--- src/rtl/awgn_stats_monitor.sv ---
// Window statistics on the AWGN generator sample stream: per-channel mean,
// combined mean-square, peak |x| and clip count over 2^LOG2_N sample pairs.
module awgn_stats_monitor #(
    parameter int          LOG2_N  = 10,
    parameter logic [15:0] CLIP_TH = 16'd16384
) (
    input  logic              clock,
    input  logic              rst,
    input  logic              start,
    input  logic              x_en,
    input  logic [15:0]       x0,
    input  logic [15:0]       x1,
    output logic              busy,
    output logic              done,
    output logic [15:0]       mean0,
    output logic [15:0]       mean1,
    output logic [31:0]       msq,
    output logic [15:0]       peak,
    output logic [LOG2_N+1:0] clip_cnt
);
    localparam int SW = 16 + LOG2_N;
    localparam int QW = 32 + LOG2_N;
    localparam int CW = LOG2_N + 2;
    localparam logic [LOG2_N:0] LAST = {1'b0, {LOG2_N{1'b1}}};

    typedef enum logic [1:0] {IDLE, ACCUM, DRAIN, FINISH} state_t;
    state_t state, state_nxt;

    logic [LOG2_N:0] pair_cnt;
    logic [1:0]      drain_cnt;
    logic            start_ok, accept, last_pair;

    // done cycle already has state==IDLE, so it still counts as busy
    assign busy      = (state != IDLE) || done;
    assign start_ok  = start && (state == IDLE) && !done;
    assign accept    = (state == ACCUM) && x_en;
    assign last_pair = accept && (pair_cnt == LAST);

    always_comb begin
        state_nxt = state;
        case (state)
            IDLE:    if (start_ok) state_nxt = ACCUM;
            ACCUM:   if (last_pair) state_nxt = DRAIN;
            DRAIN:   if (drain_cnt == 2'd2) state_nxt = FINISH;
            FINISH:  state_nxt = IDLE;
            default: state_nxt = IDLE;
        endcase
    end

    always_ff @(posedge clock or posedge rst) begin
        if (rst) begin
            state     <= IDLE;
            pair_cnt  <= '0;
            drain_cnt <= '0;
        end else begin
            state     <= state_nxt;
            drain_cnt <= (state == DRAIN) ? drain_cnt + 2'd1 : 2'd0;
            if (start_ok)
                pair_cnt <= '0;
            else if (accept)
                pair_cnt <= pair_cnt + 1'b1;
        end
    end

    // S1: capture
    logic               s1_vld;
    logic signed [15:0] s1_x0, s1_x1;
    // S2: square and magnitude
    logic               s2_vld;
    logic signed [15:0] s2_x0, s2_x1;
    logic [31:0]        s2_sq0, s2_sq1;
    logic [15:0]        s2_abs0, s2_abs1;
    logic signed [31:0] p0, p1;
    logic [15:0]        a0, a1;

    assign p0 = s1_x0 * s1_x0;
    assign p1 = s1_x1 * s1_x1;
    // two's-complement negate keeps -32768 as 16'h8000 read unsigned
    assign a0 = s1_x0[15] ? (~s1_x0 + 16'd1) : s1_x0;
    assign a1 = s1_x1[15] ? (~s1_x1 + 16'd1) : s1_x1;

    // S3: accumulators
    logic signed [SW-1:0] sum0, sum1;
    logic [QW-1:0]        sumsq;
    logic [15:0]          peak_acc, pk2;
    logic [CW-1:0]        clip_acc;

    assign pk2 = (s2_abs0 > s2_abs1) ? s2_abs0 : s2_abs1;

    always_ff @(posedge clock or posedge rst) begin
        if (rst) begin
            s1_vld   <= 1'b0;  s1_x0   <= '0;  s1_x1   <= '0;
            s2_vld   <= 1'b0;  s2_x0   <= '0;  s2_x1   <= '0;
            s2_sq0   <= '0;    s2_sq1  <= '0;
            s2_abs0  <= '0;    s2_abs1 <= '0;
            sum0     <= '0;    sum1    <= '0;  sumsq   <= '0;
            peak_acc <= '0;    clip_acc <= '0;
        end else begin
            s1_vld <= accept;
            if (accept) begin
                s1_x0 <= x0;
                s1_x1 <= x1;
            end
            s2_vld <= s1_vld;
            if (s1_vld) begin
                s2_x0   <= s1_x0;
                s2_x1   <= s1_x1;
                s2_sq0  <= p0;
                s2_sq1  <= p1;
                s2_abs0 <= a0;
                s2_abs1 <= a1;
            end
            if (start_ok) begin
                sum0     <= '0;
                sum1     <= '0;
                sumsq    <= '0;
                peak_acc <= '0;
                clip_acc <= '0;
            end else if (s2_vld) begin
                sum0     <= sum0 + SW'(s2_x0);
                sum1     <= sum1 + SW'(s2_x1);
                sumsq    <= sumsq + QW'(s2_sq0) + QW'(s2_sq1);
                if (pk2 > peak_acc)
                    peak_acc <= pk2;
                clip_acc <= clip_acc + CW'(s2_abs0 >= CLIP_TH) + CW'(s2_abs1 >= CLIP_TH);
            end
        end
    end

    // results latched leaving FINISH; done high 4 edges after the last pair
    always_ff @(posedge clock or posedge rst) begin
        if (rst) begin
            done     <= 1'b0;
            mean0    <= '0;
            mean1    <= '0;
            msq      <= '0;
            peak     <= '0;
            clip_cnt <= '0;
        end else begin
            done <= (state == FINISH);
            if (state == FINISH) begin
                mean0    <= 16'(sum0 >>> LOG2_N);
                mean1    <= 16'(sum1 >>> LOG2_N);
                msq      <= 32'(sumsq >> (LOG2_N + 1));
                peak     <= peak_acc;
                clip_cnt <= clip_acc;
            end
        end
    end
endmodule
--- config.mk ---
export PLATFORM = sky130hd
export DESIGN_NAME = awgn_stats_monitor
export DESIGN_NICKNAME = d
export VERILOG_FILES = /design/src/rtl/awgn_stats_monitor.sv
export SDC_FILE = /design/constraint.sdc
export NUM_CORES = 2
export LEC_CHECK = 0
export CORE_MARGIN = 2
export CORE_UTILIZATION = 50
export CTS_BUF_LIST = sky130_fd_sc_hd__clkbuf_16
export CTS_CLUSTER_SIZE = 20
export DETAILED_ROUTE_END_ITERATION = 6
export GPL_ROUTABILITY_DRIVEN = 0
export PLACE_DENSITY_LB_ADDON = 0.2
export SETUP_SLACK_MARGIN = 0.1
export SLEW_MARGIN = 10
export SYNTH_ARGS = -nofsm -noshare
export SYNTH_HDL_FRONTEND = slang
export SYNTH_SLANG_ARGS = --single-unit
--- constraint.sdc ---
create_clock -name clock -period 34.8 [get_ports clock]
set_clock_uncertainty 0.2 [all_clocks]
set_input_delay 6.96 -clock clock [delete_from_list [all_inputs] [get_ports clock]]
set_output_delay 6.96 -clock clock [all_outputs]
set_load 0.1 [all_outputs]
# Word-level counts from Yosys, hierarchy flattened
# Index checks and enable logic that the tools add are counted.
[totals] output_inout_bits=94 inputBits=36 register_bits=391 wordCells=84
[op_classes] bitwise=2 add_sub_neg=10 n_reduce_logical=13 eq_ne=8 n_mul=2 order_cmp=4 muxes=21
[ops] operator="$mux W26" n=4
[ops] operator="$mux W16" n=6
[ops] operator="$add A42 B32 Y42" n=2
[ops] operator="$mux W42" n=2
[ops] operator="$mul A16 B16 Y32" n=2
[ops] operator="$add A26 B16 Y26" n=2
[ops] operator="$add A16 B1 Y16 const B" n=2
[ops] operator="$ge A16 B15 Y1 const B" n=2
[ops] operator="$gt A16 B16 Y1" n=2
[ops] operator="$not A16 Y16" n=2
[ops] operator="$add A12 B1 Y12" n=2
[ops] operator="$mux W12" n=2
[ops] operator="$mux W11" n=2
[ops] operator="$add A11 B1 Y11 const B" n=1
[ops] operator="$eq A11 B10 Y1 const B" n=1
[ops] operator="$mux W2" n=4
[ops] operator="$pmux W2 S4" n=1
[ops] operator="$reduce_bool A2 Y1" n=4
[ops] operator="$eq A2 B2 Y1 const B" n=3
[ops] operator="$ne A2 B2 Y1 const B" n=3
[ops] operator="$logic_and A1 B1 Y1" n=4
[ops] operator="$reduce_and A3 Y1" n=1
[ops] operator="$add A2 B1 Y2 const B" n=1
[ops] operator="$eq A2 B1 Y1 const B" n=1
[ops] operator="other kinds (4)" n=4

# Logic depth before layout (Yosys ltp)
[logic_depth] depth_word=6 mapped_depth=27 ltp_nobuf=25

# Worst setup path after synthesis
# Ideal clock, no wire load.
[synth_path] kind="reg-to-output" from="register done" to="output port busy" n_path_buf=0 path_slack_ns=25.847 t_arrival_ns=1.793 stages_incl_launch_ff=2 required_ns=27.640 path_cell_list="dfrtp_1 -> nand2b_1"
[synth_between] elab_chain_len=1
[synth_rtl] element="from (decl)" line="14" rtl="output logic done,"
[synth_rtl] element="from (signal assigned)" line="140" rtl="done <= (state == FINISH);"
[synth_rtl] element="$logic_or A1 B1 Y1" line="34" rtl="assign busy = (state != IDLE) || done;"
[synth_rtl] element="to (decl)" line="13" rtl="output logic busy,"
# Every way passes these cells.

# Final worst setup path
[layout_path] from="register state[0]" to="output port busy"
[layout_between] elab_chain_len=2
[layout_rtl] element="from (decl)" line="27" rtl="state_t state, state_nxt;"
[layout_rtl] element="from (signal assigned)" line="56" rtl="state <= state_nxt;"
[layout_rtl] element="$reduce_bool A2 Y1" line="34"
[layout_rtl] element="$logic_or A1 B1 Y1" line="34"
# Every way passes these cells.

==> results.md <==
* Run status: finished clean
* Total global routing overflow at 0
* Met3 WL post-DR at 5165 microns
* Nets at 4,803
* Via count at 26,700
* DR WL met2 at 42,640 microns
* Period utilization at 0.2828
* RR Endpoint: s2_sq0[30]
* WHS Endpoint: drain_cnt[0]
* Post-CTS Resized at 0
* Endpoints failing setup at 0
* Reg clk slew, reported paths at about 60 ps
* Sequential cell area fraction in the yosys report at 0.2508
* Core area at approximately 76,000 sq um
* RSZ-0062 raised after global routing: no
* Num rows at 101
* Synth Cell Area at between 30,000 and 40,000 sq um
* Post-synth EDFFs at 0
* Synthesis-stage register bit count at between 300 and 400
* IO buf count at 128
* R2R depth at 20
* CP required at about 28,000 ps
* Hold buffer count at cts at 0
* Worst r2r src: s1_x0[15]
* Total wire length at 92,100 microns
* Die ar. at roughly 80,000 sq um
* Initial Util at 0.5058
* R2R Setup Slk at around 27,000 ps
* Netlist cell types at 73
* Top cells by area, synth: fa_1 (26%), dfrtp_1 (25%), ha_1 (10%)
* Antenna cells at 0
* Top FF cell, synth: dfrtp_1
* Ys async rst share at 1.000
* Layout cells sized above 1 at 0.07742
* Io pins at 130
* Post-CTS setup buffers at 0
* Max Root-Sink Buffers at 3
* DRC violations left at 0
* Worst rel slew slack at 0.2922
* DPL Wire Length at 69,880 microns
* Area leader, netlist: fa_1
* Mean routed wirelength per cell at 18.34 microns
* Area occupied by multi-input gates at about 26,000 sq um
* DRT iter0 DRCs at about 1,700
* MaxCap Viol Count at 0
* Fmax at 101.6 MHz
* WP data arrival at approximately 2700 ps
* Critical Path Source Type: flip-flop
* Crit Path Class: reg2out
* Clock latency on the worst-skew pair at 620 ps
* Cells after Synth at 3,884
* Clock Tree Root: clkbuf_16
* CTS Sinks at 385
* GR Util All Layers at 0.2443
* Max-slew violations at 0
* H-Tree Depth at 2
* Initial antenna violation count at 2
* Vias per inst at 5.318
* Commonest non-fill, non-tap cell in the layout: inv_1
* Yosys warnings at 0
* Final ANT Viol Nets at 0
* Setup TNS at 0 ps
* CTS buffer count at 45
* Metal-1 WL at 41,560 microns
* Hold Path Class: reg2reg
* P&R area growth vs syn at 9.961%
* Post-route minimum period at 9842 ps
* Max layer used: met5
* Final hold violation count at 0
* Hold_sp: drain_cnt[0]
* Die height at 281.2 microns
* Hold depth at 1
* Fillers at 6,700
* Critical Path End Type: output port
* Die X at around 280 microns
* CP max FO at 3
* Avg Cell Area, Syn at 9.890 sq um
* Top-area cell type share of the netlist area at 0.2611
* Initial DRT Pass Iterations at 5
* Largest net degree at the start of global routing at 138
* Most frequent cells in the layout: inv_1 (721), fa_1 (501), dfrtp_1 (383)
* First-pass GRT wire length at approximately 150,000 microns
* Register Area at 9642 sq um
* Vias in the first global route at 27,630
* Worst Max-Slew Pin Slew at 1062 ps
* CTS tree: done
==> metrics by stage <==
| step | worst slack [ps] | hold slack (ps) | std cells | utilization | cell area (sq um) |
|---|---|---|---|---|---|
| 4_1_cts | 24910 | 229.8 | 5021 | 0.5560 | 42230 |
| 6_report | 24960 | 227.3 | 5021 | 0.5561 | 42240 |
| 5_1_grt | 24850 | 247.0 | 5021 | 0.5561 | 42240 |
| 3_5_place_dp | 24810 | 221.6 | 4937 | 0.5365 | 40740 |
| 3_3_place_gp | 24830 | 220.3 | 4937 | 0.5365 | 40740 |
| 2_1_floorplan | 16940 | 193.2 | 3885 | - | 38420 |
==> per-layer routing <==
layer	vias up	global-route usage
li1	12590	-
met1	13280	0.3450
met2	658	0.3940
met3	169	0.03334
met4	4	0.07034
met5	-	0
==> cell type report <==
cell class                 count  area share
clock inverter                39    0.008531
sequential                   385      0.2283
timing repair buffer         156     0.03561
clock buffer                  45     0.02666
multi-input combinational   2641      0.6058
tap                         1030     0.03051
inverter                     725     0.06461
==> worst max path at each step <==
stage / start / endpoint / cells past startpoint / slack (ps)
global route: state[0] / busy / 4 / 24850
CTS: state[0] / busy / 4 / 24910
global placement: rst / s2_abs0[15] / 4 / 24830
floorplan: rst / clip_acc[0] / 1 / 16940
detailed placement: rst / s2_abs0[4] / 4 / 24810
finish: state[0] / busy / 4 / 24960
==> synth_stat cells, types with 4 or more instances <==
cell type and n:
a2111oi_0 4, a211o_1 4, a211oi_1 31, a21boi_0 6, a21o_1 51, a21oi_1 190
a31o_2 12, a31oi_1 15, a41oi_1 4, and2_1 60, and3_1 13, buf_1 10
clkbuf_1 122, clkinv_1 11, dfrtp_1 385, fa_1 501, ha_1 312, inv_1 714
mux2_2 174, mux2i_1 65, nand2_1 254, nand2b_1 22, nand3_1 40, nand4_1 23
nor2_1 297, nor2b_1 28, nor3_1 32, nor3b_1 4, o211ai_1 10, o21a_1 28
o21ai_0 135, o21ai_1 5, o21bai_1 20, o22ai_1 5, o31ai_1 11, o41ai_1 4
or2_2 10, or3_1 13, or4_1 8, xnor2_1 146, xor2_1 56
==> registers in the layout, indices dropped and copies added, names as in the netlist, 26 cells and up <==
name / count
sumsq: 42
sum0: 26
s2_sq1: 30
s2_sq0: 30
msq: 31
sum1: 26
==> kinds of logic (layout without fill, tap and decap cells) <==
logic type / count (synthesis) / in the layout / synth area share
XOR/XNOR: 202 / 202 / 0.04606
adder cells (fa/ha/maj): 813 / 813 / 0.3627
multiplexers: 239 / 239 / 0.06795
other: 2 / 3 / 0.0001955
AO/OA/AOI/OAI: 571 / 571 / 0.09316
flip-flops: 385 / 385 / 0.2508
buffers and inverters: 859 / 965 / 0.08407
AND/OR/NAND/NOR: 813 / 813 / 0.09502
==> worst max-delay path, cell delays in order, from the launching register on <==
cell and delay [ps]:
dfrtp_1 410, inv_1 100, ha_1 240, nand2b_1 160, clkdlybuf4s50_1 1160
Power is left out: the tool's default activity adds up to more than one toggle a clock period on the data nets, which glitch-free logic cannot reach.
==> variant: new RTL, config.mk and constraints unchanged <==
Set the parameter `LOG2_N` to 11 (it was 10).
--- a/src/rtl/awgn_stats_monitor.sv
+++ b/src/rtl/awgn_stats_monitor.sv
@@ -2,5 +2,5 @@
 // combined mean-square, peak |x| and clip count over 2^LOG2_N sample pairs.
 module awgn_stats_monitor #(
-    parameter int          LOG2_N  = 10,
+    parameter int          LOG2_N  = 11,
     parameter logic [15:0] CLIP_TH = 16'd16384
 ) (
Ports: changed (resized clip_cnt); port bits go from 130 to 131. No check against the original RTL was run, so the function may have changed too.
==> variant against the unedited design <==
- critical path depth stayed put
- design area is 2.1% higher
- synthesized area is 2.2% higher
- first-iteration DRC count is 15% lower
- routed wire length is 3.4% higher
- worst setup slack worse by 0.055 ns
- largest cell class unchanged
- via count is 2.3% higher
- synthesized cell count is 1.5% higher
- core utilization hardly changed
- sequential cell count is 6 higher
Power is not shown: default switching activity piles up to over one toggle a cycle in this logic, so the estimate is an artifact.
==> variant: results (changes against the unedited design) <==
- Status: finished, final reports clean
- Min-delay worst type: reg2reg
- Largest net degree at the start of global routing: 107 (-22%)
- Synth top cells by count: inv_1 (723), fa_1 (505), dfrtp_1 (391)
- Distinct cells, synth: 87 (+19%)
- Seq/Total Area, Yosys: 0.249 (-0.00165)
- Reg-to-Reg End: s2_sq0[30]$_DFFE_PP0P_
- Hold path start: drain_cnt[0]$_DFF_PP0_
- Inserted Clock Buffers: 47 (+4.4%)
- Filler cells: 7055 (+5.3%)
- CP Data Arrival Time: 2.74 ns (+0.06 ns)
- Clock latency on the worst-skew pair: 0.61 ns
- First-pass GRT wire length: 157000 um (+3.6%)
- Port Buf Inserts: 129 (+0.78%)
- Reg2Reg Depth: 21 (+5.0%)
- Initial antenna violation count: 1 (-1)
- WHS: 0.241 ns (+0.0140 ns)
- Max reg flops: 43 (+2.4%)
- End point of the critical path: busy
- CP startpoint: state[0]$_DFFE_PP0P_
- Worst Hold End: drain_cnt[0]$_DFF_PP0_
- First-iteration detailed-routing DRC count: 1417 (-15%)
- DRT Wirelength: 95200 um (+3.4%)
- Final net count: 4864 (+1.3%)
- YS warnings: 0 (unchanged)
- Synth top area cells: fa_1 (26%), dfrtp_1 (25%), ha_1 (9.8%), inv_1 (6.9%), mux2_2 (5.3%)
- Gr usage total: 0.245 (about the same)
- Vias in the first global route: 28700 (+3.8%)
- Dpl hpwl: 73400 um (+5.0%)
- Max FO, Critical Path: 4 (+1)
- Vias per cell: 5.36 (+0.83%)
- Post-synth top flop: dfrtp_1
- Post-CTS setup repair buffer count: 0 (unchanged)
- FF-to-FF Start: s1_x0[15]$_DFFE_PP0P_
- CTS clk-pin slew, worst paths: 0.06 ns (about the same)
- Proportion of layout cells with a drive suffix above 1: 0.0802 (+0.00278)
- Largest regs: sumsq: 43 flops, msq: 31 flops
- Worst reg-to-reg setup slack: 26.78 ns (+0.21 ns)
- Post-cts sizing count: 0 (unchanged)
- Diode count: 0 (unchanged)
- Clk root buf: clkbuf_16
- Slew HR: 0.226 (-0.0658)
- Number of nets with antenna violations after detailed routing: 0 (unchanged)
-- variant: layer usage --
metal,GRT usage,routed length [um],vias to the layer above
met1,0.337,42700,13700
li1,-,-,12900
met5,0,20,-
met4,0.0563,2040,2
met3,0.0418,5410,120
met2,0.404,45100,627
-- variant: final cells by class --
class,instances,share of cell area
inverters,731,0.0638
repair buffers,161,0.0355
flip-flops and latches,391,0.227
clock buffers,47,0.0273
multi-input cells,2684,0.608
clock inverters,38,0.00815
well taps,1040,0.0302
-- variant: worst max-delay path, stage by stage, from the launching register on --
cell and delay [ns]:
dfrtp_1 0.45, inv_1 0.10, ha_1 0.24, nand2b_1 0.18
clkdlybuf4s50_1 1.17
-- variant: kinds of logic (layout without fill, tap and decap cells) --
logic type | after synthesis | count (layout) | share of synthesized area
buffers and inverters | 868 | 977 | 0.0832
and+or+nand+nor | 839 | 839 | 0.0999
adders and majority gates | 812 | 812 | 0.355
AOI/OAI and AO/OA | 585 | 585 | 0.0988
DFF | 391 | 391 | 0.249
muxes | 252 | 252 | 0.0704
xor gates and xnor gates | 193 | 193 | 0.0430
other | 2 | 3 | 0.000191
-- variant: through the flow --
step | area, um2 | instances | util | worst slack, ns
after global placement | 41600 | 5007 | 0.536 | 25.12
after CTS | 43100 | 5092 | 0.556 | 24.88
after detailed placement | 41600 | 5007 | 0.536 | 25.07
after global routing | 43100 | 5092 | 0.556 | 24.83
after floorplan | 39300 | 3943 | - | 16.77
final | 43100 | 5092 | 0.556 | 24.90
